`src/rtl/cl_frame_rx.sv`:
```
// Camera Link 10-tap frame receiver: captures taps and framing strobes, tracks line/frame
// geometry and emits pixel words with SOF/EOL/EOF markers. Define CL_RX_TOGGLE_CHECK_EN for the bit-4 toggle check.
module cl_frame_rx #(
  parameter int N_COL = 6,
  parameter int N_ROW = 4
) (
  input  logic        cl_z_pclk,
  input  logic        reset,
  input  logic        cl_fval,
  input  logic        cl_z_lval,
  input  logic [7:0]  cl_port_a,
  input  logic [7:0]  cl_port_b,
  input  logic [7:0]  cl_port_c,
  input  logic [7:0]  cl_port_d,
  input  logic [7:0]  cl_port_e,
  input  logic [7:0]  cl_port_f,
  input  logic [7:0]  cl_port_g,
  input  logic [7:0]  cl_port_h,
  input  logic [7:0]  cl_port_i,
  input  logic [7:0]  cl_port_j,
  output logic [79:0] pix_data,
  output logic        pix_valid,
  output logic        pix_sof,
  output logic        pix_eol,
  output logic        pix_eof,
  output logic [19:0] frame_cnt,
  output logic        line_err,
  output logic        row_err,
  output logic        toggle_err
);

  typedef enum logic [1:0] {SYNC, IDLE, LINE, GAP} state_t;

  localparam logic [10:0] COL_NUM = 11'(N_COL);
  localparam logic [10:0] ROW_NUM = 11'(N_ROW);

  function automatic logic [10:0] sat_inc(input logic [10:0] v);
    return (v == 11'h7FF) ? v : v + 11'd1;
  endfunction

  // Capture stage; c_vld marks that at least one real sample has been taken since reset.
  logic        c_fval, c_lval, c_vld;
  logic [79:0] c_data;

  // NOTE: all clocked state uses non-blocking assignments so every register samples pre-edge values.
  always_ff @(posedge cl_z_pclk or posedge reset) begin
    if (reset) begin
      c_fval <= 1'b0;
      c_lval <= 1'b0;
      c_vld  <= 1'b0;
      c_data <= '0;
    end else begin
      c_fval <= cl_fval;
      c_lval <= cl_z_lval;
      c_vld  <= 1'b1;
      c_data <= {cl_port_a, cl_port_b, cl_port_c, cl_port_d, cl_port_e,
                 cl_port_f, cl_port_g, cl_port_h, cl_port_i, cl_port_j};
    end
  end

  state_t      state, state_nxt;
  logic [10:0] col_cnt, col_nxt, row_cnt, row_nxt;
  logic [10:0] pcol, prow;
  logic        pix, frame_inc, line_end, frame_end;
  logic        line_err_set, row_err_set, pix_ok;

  always_ff @(posedge cl_z_pclk or posedge reset) begin
    if (reset) begin
      state   <= SYNC;
      col_cnt <= '0;
      row_cnt <= '0;
    end else begin
      state   <= state_nxt;
      col_cnt <= col_nxt;
      row_cnt <= row_nxt;
    end
  end

  // NOTE: every signal gets a default before the case so no latch can be inferred.
  always_comb begin
    state_nxt = state;
    col_nxt   = col_cnt;
    row_nxt   = row_cnt;
    pix       = 1'b0;
    pcol      = col_cnt;
    prow      = row_cnt;
    frame_inc = 1'b0;
    line_end  = 1'b0;
    frame_end = 1'b0;
    unique case (state)
      SYNC: if (c_vld && !c_fval) state_nxt = IDLE;
      IDLE: begin
        if (c_fval) begin
          frame_inc = 1'b1;
          row_nxt   = '0;
          if (c_lval) begin
            state_nxt = LINE;
            pix       = 1'b1;
            pcol      = '0;
            prow      = '0;
            col_nxt   = 11'd1;
          end else begin
            state_nxt = GAP;
          end
        end
      end
      LINE: begin
        if (!c_fval) begin
          state_nxt = IDLE;
          line_end  = 1'b1;
          frame_end = 1'b1;
        end else if (!c_lval) begin
          state_nxt = GAP;
          line_end  = 1'b1;
        end else begin
          pix     = 1'b1;
          col_nxt = sat_inc(col_cnt);
        end
      end
      GAP: begin
        if (!c_fval) begin
          state_nxt = IDLE;
          frame_end = 1'b1;
        end else if (c_lval) begin
          state_nxt = LINE;
          pix       = 1'b1;
          pcol      = '0;
          col_nxt   = 11'd1;
        end
      end
      default: state_nxt = SYNC;
    endcase
    if (line_end) row_nxt = sat_inc(row_cnt);
  end

  // Row check sees the row count after any line closed by the same fval fall.
  assign line_err_set = line_end && (col_cnt != COL_NUM);
  assign row_err_set  = frame_end && (row_nxt != ROW_NUM);
  assign pix_ok       = pix && (pcol < COL_NUM) && (prow < ROW_NUM);

  always_ff @(posedge cl_z_pclk or posedge reset) begin
    if (reset) begin
      pix_data  <= '0;
      pix_valid <= 1'b0;
      pix_sof   <= 1'b0;
      pix_eol   <= 1'b0;
      pix_eof   <= 1'b0;
      frame_cnt <= '0;
      line_err  <= 1'b0;
      row_err   <= 1'b0;
    end else begin
      pix_valid <= pix_ok;
      pix_sof   <= pix_ok && (pcol == '0) && (prow == '0);
      pix_eol   <= pix_ok && (pcol == COL_NUM - 11'd1);
      pix_eof   <= pix_ok && (pcol == COL_NUM - 11'd1) && (prow == ROW_NUM - 11'd1);
      if (pix_ok) pix_data <= c_data;
      if (frame_inc) frame_cnt <= frame_cnt + 20'd1;
      line_err  <= line_err | line_err_set;
      row_err   <= row_err | row_err_set;
    end
  end

`ifdef CL_RX_TOGGLE_CHECK_EN
  // Each tap's bit 4 must differ from its previous captured value on every cycle.
  logic [9:0] cur_b4, prev_b4;
  logic       prev_vld;

  always_comb begin
    cur_b4 = '0;
    for (int i = 0; i < 10; i++) cur_b4[9-i] = c_data[76-8*i];
  end

  always_ff @(posedge cl_z_pclk or posedge reset) begin
    if (reset) begin
      prev_b4    <= '0;
      prev_vld   <= 1'b0;
      toggle_err <= 1'b0;
    end else begin
      prev_b4    <= cur_b4;
      prev_vld   <= c_vld;
      toggle_err <= toggle_err | (prev_vld && |(~(cur_b4 ^ prev_b4)));
    end
  end
`else
  assign toggle_err = 1'b0;
`endif

endmodule

```
`config.mk`:
```
export PLATFORM = sky130hd
export DESIGN_NAME = cl_frame_rx
export DESIGN_NICKNAME = d
export VERILOG_FILES = /design/src/rtl/cl_frame_rx.sv
export SDC_FILE = /design/constraint.sdc
export NUM_CORES = 1
export LEC_CHECK = 0
export ABC_AREA = 1
export ABC_CLOCK_PERIOD_IN_PS = 9500
export CORE_UTILIZATION = 40
export DETAILED_ROUTE_END_ITERATION = 8
export GPL_TIMING_DRIVEN = 1
export PLACE_DENSITY = 0.67
export REMOVE_ABC_BUFFERS = 1
export SKIP_LAST_GASP = 1
export SYNTH_ARGS = -nofsm -noshare
export SYNTH_HDL_FRONTEND = slang
export SYNTH_SLANG_ARGS = --single-unit
```
`constraint.sdc`:
```
create_clock -name cl_z_pclk -period 9.5 [get_ports cl_z_pclk]
set_input_delay 2.375 -clock cl_z_pclk [delete_from_list [all_inputs] [get_ports cl_z_pclk]]
set_output_delay 2.375 -clock cl_z_pclk [all_outputs]
set_load 0.03 [all_outputs]
```
==> summary.txt <==
Outcome
  • Status: finished clean

Setup path
  • Slowest CP cell: buf_4
  • Crit start category: input port
  • Critical path class: in2async
  • CP endpoint kind: async pin
  • Crit Path Max Fanout: 128
  • Max stage delay on crit path: 0.94 ns
  • Cell family contributing the most delay on the critical path: buffers and inverters
  • Critical path arrival: 4.59 ns
  • Worst path cell trace: clkdlybuf4s50_1 > inv_8 > buf_4
  • CP Data Required Time: 9.96 ns
  • Crit path buf inv count: 3

Synthesis
  • Ys async rst share: 100.0%
  • Area leader, netlist: dfrtp_1
  • Post-Synthesis Cells: 771
  • Largest cells by area after synthesis: dfrtp_1, nand2_1, inv_1, nor2_1, nand3_1
  • Mapped Area: 7796 sq um
  • Post-synth EDFFs: 0
  • Top-area cell type share of the netlist area: 68.37%
  • Ys flop type: dfrtp_1
  • Cell variety after synth: 31
  • Sequential fraction of the synthesis area: 68.37%
  • #FFs+latches synth: 213
  • Mapped Avg Cell Area: 10.11 sq um
  • Yosys warns: 0

Timing
  • Minimum clock period: 4.133 ns
  • RSZ-0062 raised after global routing: false
  • Slew HR: 28.58%
  • Fmax achieved: 242.0 MHz
  • Fin worst setup slack: 5.367 ns
  • Setup violations, final: 0
  • Setup TNS: 0 ns
  • Tcrit/Tclk final: 43.50%
  • Slew @ Worst Pin: 1.071 ns
  • Endpoints failing hold: 0
  • Slew Limit Fails: 0
  • WHS: 0.4411 ns
  • Clk_skew: 0.007330 ns

Min path
  • Hold Path Class: reg2reg

Routing
  • Vias: 5619
  • Wire per inst: 13.99 um
  • Post-Route WL: 17370 um
  • Antenna viol nets, final: 0
  • DRC Markers: 0
  • Via density per instance: 4.528
  • DRT iter0 DRCs: 272
  • First-pass detailed-route iteration total: 4

Clock tree
  • Number of hold buffers added after cts: 0
  • CTS clock-pin slew for the worst setup and hold paths: 0.06 ns
  • CTS Buf Count: 23
  • H-tree depth: 1
  • Root Buffer: clkbuf_16
  • Clk_lat worst skew: 0.50 ns
  • Post-CTS Setup Inserts: 0
  • Clock sink total: 213
  • Clock Tree Buf Depth: 3
  • CTS tree: built
  • PostCTS Resize Cnt: 0

Final layout
  • Commonest non-fill, non-tap cell in the layout: nand2_1
  • Most frequent cells in the layout: nand2_1, dfrtp_1, clkdlybuf4s50_1
  • Post-route non-filler standard cell count: 1241
  • Filler cells: 1652
  • Synth-to-Final Area Change: 36.30%
  • Fraction of layout cells with a size suffix above 1: 5.199%
  • Cell area after layout: 10630 sq um
  • Final core utilization: 56.25%
  • Final nets: 1055
  • N_diodes: 0

Floorplan
  • # rows: 50
  • Die H: 141.6 um
  • Initial Utilization: 41.26%
  • Ports: 191
  • Core Area: 18890 sq um
  • Area of the die: 20050 sq um
  • Die width: 141.6 um

Global route
  • Grt ovf: 0
  • Global-route wire length before repair: 28150 um
  • Largest net degree at the start of global routing: 129
  • Initial antenna violation count: 0
  • Vias in the first global route: 5556
  • Total Routing Usage GR: 17.74%

Placement
  • Port Buffers: 189
  • DP HPWL: 11300 um
  • Dpl cells: 1202
  • Setup WS pre-CTS: 4.754 ns
  • Placed cell area: 9925 sq um
  • Gpl congestion: 0.8463

Pwr
  • Power Total: 3.226 mW
  • P per Cell Area: 303.6 nW/um^2
  • Peak VDD IR: 0.1670 mV
  • P_leak: 5.114 nW

Run
  • Max-cap violations: 0
-- cells by family (layout without fill, tap and decap cells) --
| kind of cell | Yosys count | count (layout) | synth area share (%) |
|---|---|---|---|
| simple gates | 435 | 435 | 22.93 |
| flops | 213 | 213 | 68.37 |
| buf+inv | 74 | 284 | 4.124 |
| compound gates | 23 | 23 | 1.589 |
| xor+xnor | 20 | 20 | 2.247 |
| fa+ha+maj | 4 | 4 | 0.6420 |
| other cells | 2 | 2 | 0.09633 |
-- sequential cells by signal, indices dropped and copies added (netlist names) --
name and flops:
row_cnt 11, col_cnt 11, c_fval 1, frame_cnt 20
pix_valid 1, pix_eof 1, line_err 1, pix_data 80
row_err 1, c_vld 1, c_lval 1, pix_sof 1
state 2, c_data 80, pix_eol 1
-- synthesized netlist by cell type, drive strengths merged (3+ instances only) --
master	n
nand2	335
dfrtp	213
inv	54
nor2	46
nand3	27
nor3	14
buf	12
xor2	12
a21oi	10
o21ai	10
clkbuf	8
xnor2	8
nand4	6
ha	4
nor4	3
-- power by group --
| part | leakage (nW) | switching, mW | internal (mW) | total (mW) |
|---|---|---|---|---|
| clock network | 0.338 | 0.340 | 0.497 | 0.837 |
| registers | 2.62 | 0.126 | 1.12 | 1.25 |
| logic | 2.15 | 0.695 | 0.444 | 1.14 |
| total | 5.11 | 1.16 | 2.06 | 3.23 |
-- worst paths after layout --
check                                          start                        to  slack (ns)  cells after the start
setup / recovery                               reset  pix_data[18]$_DFFE_PP0P_        5.37                      3
hold reg to reg                 c_data[44]$_DFF_PP0_  pix_data[44]$_DFFE_PP0P_        0.44                      2
max in group cl_z_pclk     frame_cnt[13]$_DFFE_PP0P_             frame_cnt[13]        5.48                      1
setup reg to reg                row_cnt[8]$_DFF_PP0_         pix_eol$_DFF_PP0_        6.28                      8
min in group asynchronous                      reset       pix_valid$_DFF_PP0_        2.44                      2
hold / removal                  c_data[44]$_DFF_PP0_  pix_data[44]$_DFFE_PP0P_        0.44                      2
-- metal layers --
metal  wire (um)  share of wire (%)  global-route usage (%)  vias to the layer above
li1            -                  -                       -                     2759
met1        7753                 45                   23.51                     2681
met2        8225                 47                   29.61                      156
met3        1097                6.3                   3.746                       23
met4         289                1.7                   4.810                        0
met5           0                  0                       0                        -
-- layout make-up --
cell class                 instances  area [sq um]  area share [%]
clock buffer                      35         650.6           6.123
clock inverter                     4         51.30          0.4828
inverter                          54         210.2           1.978
multi-input combinational        484          2152           20.25
sequential                       213          5330           50.16
tap                              260         325.3           3.061
timing repair buffer             191          1907           17.94
-- tightest hold or removal path: stages (launching register included) --
cell and delay, ns:
dfrtp_1 0.32, nand2_1 0.05, nand2_1 0.05
(Power assumes the default switching activity.)
==> edit 1: new RTL, same flow settings <==
Encoding of `state_t`: now one-hot (4 bits for 4 states).
--- a/src/rtl/cl_frame_rx.sv
+++ b/src/rtl/cl_frame_rx.sv
@@ -30,5 +30,5 @@
 );
 
-  typedef enum logic [1:0] {SYNC, IDLE, LINE, GAP} state_t;
+  typedef enum logic [3:0] {SYNC = 4'b0001, IDLE = 4'b0010, LINE = 4'b0100, GAP = 4'b1000} state_t;
 
   localparam logic [10:0] COL_NUM = 11'(N_COL);
Behaviour: same outputs for any inputs over 10 cycles, from zero or initial values and one cycle with reset high; not proved beyond that.
==> edit 1 against the original RTL <==
- register-to-register slack gained 0.63 ns
- setup slack gained 0.053 ns
- largest power group unchanged
- power shrank 3.7%
- design area grew 2.9%
- synthesized area grew 3.4%
- clock power grew 5.9%
- die area grew 3.4%
- routed wire length grew 0.32%
- sequential cell count grew 2
==> edit 1: results (changes against the original RTL) <==
Synthesis
  – Top cells by count, synth: 338 x nand2_1, 214 x dfrtp_1, 42 x inv_1, 39 x nor2_1, 21 x nand3_1 (was 333 x nand2_1, 213 x dfrtp_1, 51 x inv_1, 38 x nor2_1, 25 x nand3_1)
  – Synth Area in XOR/XNOR: 2.72% (was 2.25%)
  – Synth cell types: 39 (was 31)
  – Adder-cell share of the synthesized area: 0.621% (was 0.642%)
  – Mean Syn Cell Area: 10.2 µm² (was 10.1 µm²)
  – Complex-gate fraction of the synthesized area: 2.10% (was 1.59%)

Setup path
  – Crit path DAT: 4.56 ns (was 4.59 ns)

Placement
  – DP Wirelength: 11,400 µm (was 11,300 µm)
  – Gp weighted congestion: 0.836 (was 0.846)
  – Placed cells: 1,226 (was 1,202)
  – DP Area: 10,200 µm² (was 9920 µm²)

Power
  – Peak supply drop: 0.167 mV (about the same)
  – Leakage power: 5.32 nW (was 5.11 nW)

Layout
  – Layout net count: 1,075 (was 1,055)
  – Non-Filler Instances: 1,268 (was 1,241)
  – Share of cells above drive strength 1: 8.18% (was 5.20%)

Global routing
  – GRT Resource Usage Total: 17.2% (was 17.7%)
  – Initial antenna violation count: 1 (was 0)
  – Largest net degree at the start of global routing: 135 (was 129)

Route
  – WL per Instance: 13.7 µm (was 14.0 µm)
  – Vias: 5,707 (was 5,619)

STA
  – Fin Clk Skew: 0.0187 ns (was 0.00733 ns)
  – Worst Tran Pin Value: 0.984 ns (was 1.07 ns)

Run status
  – Outcome: finished clean (unchanged)

Clock network
  – Num CTS Buffers: 24 (was 23)
-- edit 1: cell count changes after synthesis, sizes merged, moves of 6 or more --
cell | before | now
nand2 | 335 | 347
buf | 12 | 21
clkbuf | 8 | 0
a21oi | 10 | 3
nor3 | 14 | 7
o31ai | 1 | 7
-- edit 1: routing by layer --
layer	part of all wire [%]	up-vias	track usage, %
met1	43	2708	22.4
met5	0	-	0
met3	6.7	30	3.80
met2	48	148	28.9
met4	1.9	0	4.37
li1	-	2821	-
-- edit 1: final cells by class --
type / count / area [µm²]
diodes: 1 / 2.50
clock buffers: 33 / 694
clock inverters: 8 / 76.3
fillers: 1704 / 8660
inverters: 53 / 208
multi-input cells: 501 / 2320
flip-flops and latches: 215 / 5380
well taps: 265 / 332
repair buffers: 192 / 1910
-- edit 1: cell families (layout without fill, tap and decap cells) --
logic type | after synthesis | after routing
flops | 215 | 215
other cells | 2 | 3
simple gates | 442 | 442
xor+xnor | 25 | 25
compound gates | 28 | 28
fa+ha+maj | 4 | 4
buf+inv | 74 | 286
-- edit 1: final timing paths --
check	start	end	slack [ns]	cells past startpoint
hold / removal	c_data[33]	pix_data[33]	0.44	2
setup reg to reg	col_cnt[4]	pix_data[36]	6.91	10
setup / recovery	reset	frame_cnt[2]	5.42	3
max in group cl_z_pclk	frame_cnt[0]	frame_cnt[0]	5.50	1
hold reg to reg	c_data[33]	pix_data[33]	0.44	2
min in group asynchronous	reset	frame_cnt[3]	2.43	2
-- edit 1: power breakdown --
part / total, mW / switching, mW / internal, mW / leakage (nW)
Clock: 0.886 / 0.351 / 0.535 / 0.387
Sequential: 1.23 / 0.118 / 1.11 / 2.70
Combinational: 0.996 / 0.599 / 0.397 / 2.24
-- edit 1: critical path, cell delays in order --
cell and delay (ns):
clkdlybuf4s50_1 0.50, inv_8 0.59, buf_4 0.90
==> edit 2: new RTL, same settings <==
Without the edit above. Build with the macro `CL_RX_TOGGLE_CHECK_EN` defined.
--- a/src/rtl/cl_frame_rx.sv
+++ b/src/rtl/cl_frame_rx.sv
@@ -1,4 +1,6 @@
 // Camera Link 10-tap frame receiver: captures taps and framing strobes, tracks line/frame
 // geometry and emits pixel words with SOF/EOL/EOF markers. Define CL_RX_TOGGLE_CHECK_EN for the bit-4 toggle check.
+`define CL_RX_TOGGLE_CHECK_EN
+
 module cl_frame_rx #(
   parameter int N_COL = 6,
Behaviour: not the same (a bounded check fails within 4 cycles, from zero or initial values and one cycle with reset high).
==> edit 2 against the original RTL <==
- register-to-register slack lost 0.21 ns
- routed wire length increased by 5.4%
- synthesized area grew 6.5%
- maximum frequency rose by 1.0%
- design area increased by 5.6%
- sequential cell count grew 12
- power rose by 3.9%
- clock skew is 0.0021 ns higher
- global-route usage decreased by 0.13 points
- setup slack improved by 0.043 ns
- critical endpoint is now c_data[41]
- largest cell class unchanged
==> edit 2: results (changes against the original RTL) <==
Placement
  – Gp weighted congestion: 0.879 (was 0.846)
  – DP Area: 10,400 µm² (was 9920 µm²)
  – Placed cells: 1,262 (was 1,202)
  – Port-buffer cells: 190 (was 189)
  – DP Wirelength: 12,000 µm (was 11,300 µm)

Setup path
  – CP max FO: 146 (was 128)
  – Worst path max stage delay: 0.88 ns (was 0.94 ns)

STA
  – Fin Clk Skew: 0.00947 ns (was 0.00733 ns)

Synthesis
  – Post-synthesis instance total: 821 (was 771)
  – Top cells by count, synth: 340 x nand2_1, 225 x dfrtp_1, 51 x inv_1, 47 x nor2_1, 30 x nand3_1 (was 333 x nand2_1, 213 x dfrtp_1, 51 x inv_1, 38 x nor2_1, 25 x nand3_1)
  – Synth cell types: 32 (was 31)

Route
  – Number of DRC markers in iteration 0: 375 (was 272)
  – Final wirelength: 18,300 µm (was 17,400 µm)
  – Met2 routed WL: 8860 µm (was 8230 µm)
  – Vias: 5,969 (was 5,619)
  – Vias per inst: 4.57 (was 4.53)
  – M1 wire length: 8170 µm (was 7750 µm)
  – Routed wl met3: 859 µm (was 1100 µm)

Power
  – Int Pwr: 2.17 mW (was 2.06 mW)
  – Leakage power: 5.39 nW (was 5.11 nW)

Global routing
  – GRT Resource Usage Total: 17.6% (was 17.7%)
  – First-pass GRT wire length: 30,100 µm (was 28,200 µm)
  – Number of global-route vias before repair: 5,855 (was 5,556)

Run status
  – Outcome: finished clean (unchanged)

Clock network
  – Num CTS Buffers: 25 (was 23)

Layout
  – Fillers: 1,779 (was 1,652)
edit 2: power by group through the flow:
stage	logic [mW]	registers, mW	clock network [mW]
4_1_cts	1.15	1.31	0.933
3_5_place_dp	1.15	1.32	0
6_report	1.14	1.31	0.903
3_3_place_gp	1.14	1.32	0
5_1_grt	1.22	1.34	0.977
2_1_floorplan	0.268	1.68	0
edit 2: routing by layer:
layer	global-route usage, %	vias to the layer above
met5	0	-
met4	5.47	0
met1	23.4	2837
met3	3.44	27
li1	-	2950
met2	29.3	155
edit 2: logic make-up (layout without fill, tap and decap cells):
logic type / count (synthesis) / count (layout) / synth area share [%]
flip-flops: 225 / 225 / 67.8
other: 1 / 1 / 0.0452
XOR/XNOR: 31 / 31 / 3.27
buffers and inverters: 75 / 290 / 4.02
AO/OA/AOI/OAI: 34 / 34 / 2.40
AND/OR/NAND/NOR: 451 / 451 / 21.9
adder cells (fa/ha/maj): 4 / 4 / 0.603
edit 2: worst max-delay path: cells and delay by family:
kind	cells	cell delay (ns)
buf+inv	3	2.09
edit 2: path summary, 6_finish.rpt:
kind	start	end	slack (ns)	cells after the start
worst max-delay path	reset	c_data[41]	5.41	3
worst max register to register	state[0]	pix_data[78]	6.07	11
max in group cl_z_pclk	frame_cnt[13]	frame_cnt[13]	5.46	1
worst min register to register	c_vld	prev_vld	0.41	0
worst min-delay path	c_vld	prev_vld	0.41	0
min in group asynchronous	reset	c_data[6]	2.52	2
edit 2: layout make-up:
type	count	area [µm²]	share of cell area [%]
Multi-Input combinational cell	521	2350	20.9
Tap cell	270	338	3.01
Timing Repair Buffer	192	1920	17.1
Clock inverter	8	71.3	0.636
Inverter	54	210	1.87
Sequential cell	225	5630	50.2
Clock buffer	36	707	6.30
